$ cat src/rtl/key_pkg.sv
// Shared definitions for the key conditioner.
//   key_state_e : per-channel debounce FSM state
//   DB_20MS     : 20 ms debounce window at 125 MHz
//   LONG_1S     : 1 s long-press threshold at 125 MHz
//   RPT_200MS   : 200 ms auto-repeat period at 125 MHz
package key_pkg;

    typedef enum logic [1:0] {
        KEY_IDLE      = 2'd0,
        KEY_PRESS_CHK = 2'd1,
        KEY_HELD      = 2'd2,
        KEY_REL_CHK   = 2'd3
    } key_state_e;

    localparam int DB_20MS   = 2_500_000;
    localparam int LONG_1S   = 125_000_000;
    localparam int RPT_200MS = 25_000_000;

endpackage

$ cat src/rtl/key_debounce_chan.sv
// One key channel: 2-flop synchroniser, debounce FSM, hold / repeat timers.
// Ports:
//   clk, rst      : clock, asynchronous active-low reset
//   key           : raw asynchronous button input
//   level         : debounced pressed level (1 = pressed)
//   press_pls     : one-cycle pulse on accepted press
//   release_pls   : one-cycle pulse on accepted release
//   long_pls      : one-cycle pulse after LONG_CYCLES held
//   repeat_pls    : one-cycle pulse every REPEAT_CYCLES after long_pls
module key_debounce_chan
    import key_pkg::*;
#(
    parameter int DB_CYCLES     = DB_20MS,
    parameter int LONG_CYCLES   = LONG_1S,
    parameter int REPEAT_CYCLES = RPT_200MS,
    parameter int ACTIVE_LOW    = 0
) (
    input  logic clk,
    input  logic rst,
    input  logic key,
    output logic level,
    output logic press_pls,
    output logic release_pls,
    output logic long_pls,
    output logic repeat_pls
);

    localparam int DB_W   = ($clog2(DB_CYCLES) > 1) ? $clog2(DB_CYCLES) : 1;
    localparam int HOLD_W = ($clog2(LONG_CYCLES) > 1) ? $clog2(LONG_CYCLES) : 1;
    localparam int RPT_W  = ($clog2(REPEAT_CYCLES) > 1) ? $clog2(REPEAT_CYCLES) : 1;

    localparam logic [DB_W-1:0]   DB_LAST   = DB_W'(DB_CYCLES - 1);
    localparam logic [HOLD_W-1:0] HOLD_LAST = HOLD_W'(LONG_CYCLES - 1);
    localparam logic [RPT_W-1:0]  RPT_LAST  = RPT_W'((REPEAT_CYCLES > 0) ? REPEAT_CYCLES - 1 : 0);

    // Raw level of a released key; the synchroniser resets to it so that
    // leaving reset never looks like an edge.
    localparam logic REL_VAL = (ACTIVE_LOW != 0);

    logic [1:0]        sync;
    logic              p;
    key_state_e        state;
    logic [DB_W-1:0]   db_cnt;
    logic [HOLD_W-1:0] hold_cnt;
    logic [RPT_W-1:0]  rpt_cnt;
    logic              long_done;
    logic              rel_accept;
    logic              counting;

    assign p          = sync[1] ^ REL_VAL;
    assign rel_accept = (state == KEY_REL_CHK) && !p && (db_cnt == DB_LAST);
    // Hold time runs through a release check; the accepting edge clears instead.
    assign counting   = ((state == KEY_HELD) || (state == KEY_REL_CHK)) && !rel_accept;

    always_ff @(posedge clk or negedge rst) begin
        if (!rst) begin
            sync        <= {2{REL_VAL}};
            state       <= KEY_IDLE;
            db_cnt      <= '0;
            hold_cnt    <= '0;
            rpt_cnt     <= '0;
            long_done   <= 1'b0;
            level       <= 1'b0;
            press_pls   <= 1'b0;
            release_pls <= 1'b0;
            long_pls    <= 1'b0;
            repeat_pls  <= 1'b0;
        end else begin
            sync        <= {sync[0], key};
            press_pls   <= 1'b0;
            release_pls <= 1'b0;
            long_pls    <= 1'b0;
            repeat_pls  <= 1'b0;

            case (state)
                KEY_IDLE: begin
                    if (p) begin
                        state  <= KEY_PRESS_CHK;
                        db_cnt <= '0;
                    end
                end
                KEY_PRESS_CHK: begin
                    if (!p) begin
                        state <= KEY_IDLE;
                    end else if (db_cnt == DB_LAST) begin
                        state     <= KEY_HELD;
                        level     <= 1'b1;
                        press_pls <= 1'b1;
                        hold_cnt  <= '0;
                        rpt_cnt   <= '0;
                        long_done <= 1'b0;
                    end else begin
                        db_cnt <= db_cnt + DB_W'(1);
                    end
                end
                KEY_HELD: begin
                    if (!p) begin
                        state  <= KEY_REL_CHK;
                        db_cnt <= '0;
                    end
                end
                KEY_REL_CHK: begin
                    if (p) begin
                        state <= KEY_HELD;
                    end else if (rel_accept) begin
                        state       <= KEY_IDLE;
                        level       <= 1'b0;
                        release_pls <= 1'b1;
                        hold_cnt    <= '0;
                        rpt_cnt     <= '0;
                        long_done   <= 1'b0;
                    end else begin
                        db_cnt <= db_cnt + DB_W'(1);
                    end
                end
                default: state <= KEY_IDLE;
            endcase

            // hold_cnt parks at LONG_CYCLES-1 once long fires; long_done
            // keeps the compare from firing again.
            if (counting) begin
                if (!long_done) begin
                    if (hold_cnt == HOLD_LAST) begin
                        long_pls  <= 1'b1;
                        long_done <= 1'b1;
                        rpt_cnt   <= '0;
                    end else begin
                        hold_cnt <= hold_cnt + HOLD_W'(1);
                    end
                end else if (REPEAT_CYCLES > 0) begin
                    if (rpt_cnt == RPT_LAST) begin
                        repeat_pls <= 1'b1;
                        rpt_cnt    <= '0;
                    end else begin
                        rpt_cnt <= rpt_cnt + RPT_W'(1);
                    end
                end
            end
        end
    end

endmodule

$ cat src/rtl/key_debounce_array.sv
// Multi-channel key conditioner: one key_debounce_chan per button.
// Ports:
//   clk, rst   : clock, asynchronous active-low reset
//   key_i      : raw button inputs (polarity set by KEY_ACTIVE_LOW)
//   level_o    : debounced pressed levels
//   press_o    : press pulses
//   release_o  : release pulses
//   long_o     : long-press pulses
//   repeat_o   : auto-repeat pulses
module key_debounce_array
    import key_pkg::*;
#(
    parameter int N_KEYS         = 6,
    parameter int DB_CYCLES      = DB_20MS,
    parameter int LONG_CYCLES    = LONG_1S,
    parameter int REPEAT_CYCLES  = RPT_200MS,
    parameter int KEY_ACTIVE_LOW = 0
) (
    input  logic              clk,
    input  logic              rst,
    input  logic [N_KEYS-1:0] key_i,
    output logic [N_KEYS-1:0] level_o,
    output logic [N_KEYS-1:0] press_o,
    output logic [N_KEYS-1:0] release_o,
    output logic [N_KEYS-1:0] long_o,
    output logic [N_KEYS-1:0] repeat_o
);

    for (genvar g = 0; g < N_KEYS; g++) begin : g_chan
        key_debounce_chan #(
            .DB_CYCLES    (DB_CYCLES),
            .LONG_CYCLES  (LONG_CYCLES),
            .REPEAT_CYCLES(REPEAT_CYCLES),
            .ACTIVE_LOW   (KEY_ACTIVE_LOW)
        ) u_chan (
            .clk        (clk),
            .rst        (rst),
            .key        (key_i[g]),
            .level      (level_o[g]),
            .press_pls  (press_o[g]),
            .release_pls(release_o[g]),
            .long_pls   (long_o[g]),
            .repeat_pls (repeat_o[g])
        );
    end

endmodule

$ cat config.mk
export PLATFORM = sky130hd
export DESIGN_NAME = key_debounce_array
export DESIGN_NICKNAME = d
export VERILOG_FILES = /design/src/rtl/key_pkg.sv /design/src/rtl/key_debounce_chan.sv /design/src/rtl/key_debounce_array.sv
export SDC_FILE = /design/constraint.sdc
export NUM_CORES = 1
export LEC_CHECK = 0
export BUFFER_PORTS_ARGS = -buffer_cell sky130_fd_sc_hd__buf_2
export CORE_MARGIN = 5
export CORE_UTILIZATION = 30
export CTS_CLUSTER_SIZE = 16
export DETAILED_ROUTE_END_ITERATION = 7
export GPL_TIMING_DRIVEN = 1
export PLACE_DENSITY_LB_ADDON = 0.2
export SLEW_MARGIN = 20
export SYNTH_ARGS = -nofsm -noshare
export SYNTH_HDL_FRONTEND = slang
export SYNTH_HIERARCHICAL = 1
export SYNTH_SLANG_ARGS = --single-unit
$ cat constraint.sdc
create_clock -name clk -period 2.4 [get_ports clk]
set_clock_uncertainty 0.1 [all_clocks]
set_input_delay 0 -clock clk [delete_from_list [all_inputs] [get_ports clk]]
set_output_delay 0 -clock clk [all_outputs]
set_load 0.02 [all_outputs]
==> reports/results.tsv <==
stage	metric	value	unit
outcome	status	complete, no violations	
global_routing	met1 Usage GRT	20.48	%
synth	Unique masters post-synth	90	
sta	Final TNS setup	0	ns
drt	Detailed Route Iter0 Violations	1610	
cells_and_area	Nets	3584	
sta	Final Setup Violations	0	
die	number of cell rows	115	
sta	Setup WS post-layout	0.05361	ns
global_routing	first-pass GRT wire length	129.4	mm
global_routing	largest net degree at the start of global routing	66	
sta	Least-Margin Pin Slew	0.6470	ns
cells_and_area	area grow syn2layout	22.94	%
synth	Synth area leaders	dfrtp_1 43%, nand3_1 4.3%, nand4_1 4.1%, nand2_1 4.0%, mux2i_1 3.6%	
clock_network	clk_lat worst skew	0.60	ns
global_routing	grt peak-use layer	met2	
global_routing	met2 Resource Use GR	23.21	%
die	total I/O pin count	38	
setup_path	CP Data Arrival Time	2.78	ns
cells_and_area	Inserted Diodes	0	
sta	Final Hold Fails	0	
die	initial core utilization	30.09	%
sta	WHS	0.06172	ns
setup_path	Max FO, Critical Path	8	
setup_path	critical-path cell list	ha_1 -> and4_4 -> and4b_1 -> a211o_4 -> buf_4 -> or4_1 -> nand3_1	
synth	EDFF count, synth	0	
cells_and_area	Reg area	0.01261	sq mm
sta	Max Freq	426.2	MHz
drt	DRC	0	
place	HPWL Detailed	51.20	mm
drt	vias per cell	5.232	
place	Setup Slack @ Placement	-0.01542	ns
global_routing	total track usage	14.46	%
clock_network	Num CTS Buffers	68	
clock_network	H-tree depth	3	
cells_and_area	Multi-input gate area	0.01573	sq mm
power_and_ir_drop	sequential power share	44.1	%
die	area of the core region	0.09799	sq mm
power_and_ir_drop	Sw Ratio	22.34	%
global_routing	initial antenna violation count	0	
global_routing	grt ovf	0	
synth	top-area cell type share of the netlist area	42.78	%
drt	Detail Route Antenna Nets	0	
power_and_ir_drop	pwr dens	539.7	mW/mm^2
clock_network	Clock Root Buffer	clkbuf_16	
global_routing	vias in the first global route	24980	
sta	Slew HR	56.82	%
sta	count of pins over their slew limit	0	
setup_path	buffers and inverters on the worst path	1	
drt	Avg WL per Cell	15.48	microns
min_path	Worst Hold Class	in -> async	
drt	final WL	75.81	mm
drt	via count	25620	
synth	post-synthesis net count	3262	
setup_path	CP peak stage delay	0.50	ns
synth	Seq/Total Area, Yosys	42.78	%
power_and_ir_drop	Psw	4.369	mW
synth	Synth Flop Type	dfrtp_1	
cells_and_area	commonest non-fill, non-tap cell in the layout	dfrtp_1	
setup_path	CP startpoint kind	register	
cells_and_area	share of layout cells above drive strength 1	18.43	%
sta	Period minus WS final	2.346	ns
synth	synthesized instance count	3236	
die	Die Y	323.5	microns
clock_network	Clock transition at path regs	0.06	ns
sta	period utilization	97.77	%
setup_path	Critical Path RT	2.84	ns
setup_path	Crit. End Element	register	
power_and_ir_drop	Int Pwr	15.19	mW
setup_path	Crit Path Class	reg -> reg	
place	GP Congestion	0.7820	
global_routing	met3 Usage GRT	2.252	%
synth	Yosys top cell by area	dfrtp_1	
drt	drt first pass iters	5	
power_and_ir_drop	Clock Power Share	53.1	%
clock_network	Bufs on Longest Clock Path	3	
clock_network	CTS tree	yes	
setup_path	CP delay by family, top	simple AND/OR/NAND/NOR gates	
power_and_ir_drop	power share of the combinational group	2.8	%
power_and_ir_drop	Leak	14.79	nW
power_and_ir_drop	maximum vdd drop	0.4280	mV
setup_path	Worst path slowest cell	or4_1	
clock_network	Num Clock Sinks	504	
synth	number of synthesis warnings	6	
cells_and_area	Core Util, Final	36.99	%
synth	syn_area_per_cell	9.111	sq um
place	I/O Buffers	37	
synth	synthesized area	0.02948	sq mm
synth	post-synthesis sequential element count	504	
cells_and_area	commonest non-fill, non-tap cells in the layout	504 x dfrtp_1, 327 x buf_4, 311 x nand2_1	
die	Die W	323.5	microns
run	max cap viols	0	
cells_and_area	Fill cells	9912	
synth	ys async rst share	100.0	%
sta	RSZ-0062 raised after global routing	yes	
die	die area	0.1046	sq mm
-- logic make-up (layout without fill, tap and decap cells) --
kind of cell	Yosys count	after routing	synth area share [%]
compound gates	538	538	12.75
simple gates	1641	1641	31.74
flops	504	504	42.78
xor+xnor	85	85	2.525
buf+inv	312	685	4.626
fa+ha+maj	18	18	0.7639
mux	138	138	4.817
-- synth_stat cells (all sizes together), types with 29 or more instances --
library cell,instances
a21oi,82
a31oi,47
and2,32
and3,58
and4,34
buf,81
clkbuf,75
dfrtp,504
inv,156
mux2,31
mux2i,107
nand2,312
nand2b,29
nand3,256
nand4,204
nor2,219
nor3,130
nor4,105
nor4b,30
o211ai,72
o21ai,133
o221ai,43
or3,64
or4,60
xnor2,48
xor2,37
-- state kept, by name, indices dropped and copies added, names as in the netlist, named ones only --
| register | flops |
|---|---|
| g_chan.u_chan/level | 6 |
| g_chan.u_chan/long_pls | 6 |
| g_chan.u_chan/hold_cnt | 162 |
| g_chan.u_chan/state | 6 |
| g_chan.u_chan/release_pls | 6 |
| g_chan.u_chan/sync | 12 |
| g_chan.u_chan/rpt_cnt | 150 |
| g_chan.u_chan/db_cnt | 132 |
| g_chan.u_chan/press_pls | 6 |
| g_chan.u_chan/long_done | 6 |
| g_chan.u_chan/repeat_pls | 6 |
-- routing by layer --
metal / routed length (microns) / share of wire (%) / vias up
met5: 0 / 0 / -
met3: 2071 / 2.7 / 97
li1: - / - / 12860
met4: 1634 / 2.2 / 0
met2: 34570 / 46 / 281
met1: 37540 / 50 / 12380
-- power groups by stage --
stage          logic (mW)  registers [mW]  clock network (mW)
6_report            0.550            8.63                10.4
5_1_grt             0.645            8.63                11.1
4_1_cts             0.572            8.63                10.8
3_5_place_dp        0.546            8.78                   0
3_3_place_gp        0.546            8.78                   0
2_1_floorplan       0.165            8.78                   0
-- per-stage QoR --
step / cells / total power [mW] / area (sq um)
finish: 4896 / 19.56 / 36250
global route: 4896 / 20.42 / 36250
CTS: 4883 / 20.03 / 35880
global placement: 4748 / 9.323 / 33420
detailed placement: 4748 / 9.324 / 33420
floorplan: 3236 / 8.941 / 29480
-- final cells by class --
cell class / instances / share of cell area [%]
Clock buffer: 105 / 5.896
Timing Repair Buffer: 408 / 9.376
Sequential cell: 504 / 34.80
Tap cell: 1287 / 4.443
Clock inverter: 16 / 0.4729
Multi-Input combinational cell: 2420 / 43.40
Inverter: 156 / 1.616
-- timing repair --
action / in CTS / in global routing
setup buffers: 0 / 10
endpoints found under the setup margin: 3 / 154
pin swaps: 0 / 14
endpoints found under the hold margin: 510 / 0
cloned: 0 / 3
gates resized for setup: 2 / 41
hold buffers: 14 / 0
-- worst reg2reg max path, cell delays in order (launching register included) --
cell and delay, ns:
dfrtp_1 0.37, ha_1 0.23, and4_4 0.20, and4b_1 0.24, a211o_4 0.38, buf_4 0.18
or4_1 0.50, nand3_1 0.08
-- path summary, 6_finish.rpt --
| kind | start | to | slack, ns | cells after the start |
|---|---|---|---|---|
| max | g_chan[2].u_chan/db_cnt[0] | g_chan[2].u_chan/hold_cnt[6] | 0.05 | 7 |
| min | rst | g_chan[0].u_chan/hold_cnt[20] | 0.06 | 3 |
| max reg2reg | g_chan[2].u_chan/db_cnt[0] | g_chan[2].u_chan/hold_cnt[6] | 0.05 | 7 |
| min reg2reg | g_chan[4].u_chan/sync[0] | g_chan[4].u_chan/sync[1] | 0.25 | 0 |
| max in group asynchronous | rst | g_chan[5].u_chan/db_cnt[3] | 1.69 | 3 |
| min in group clk | g_chan[4].u_chan/sync[0] | g_chan[4].u_chan/sync[1] | 0.25 | 0 |
(Power assumes the default switching activity.)
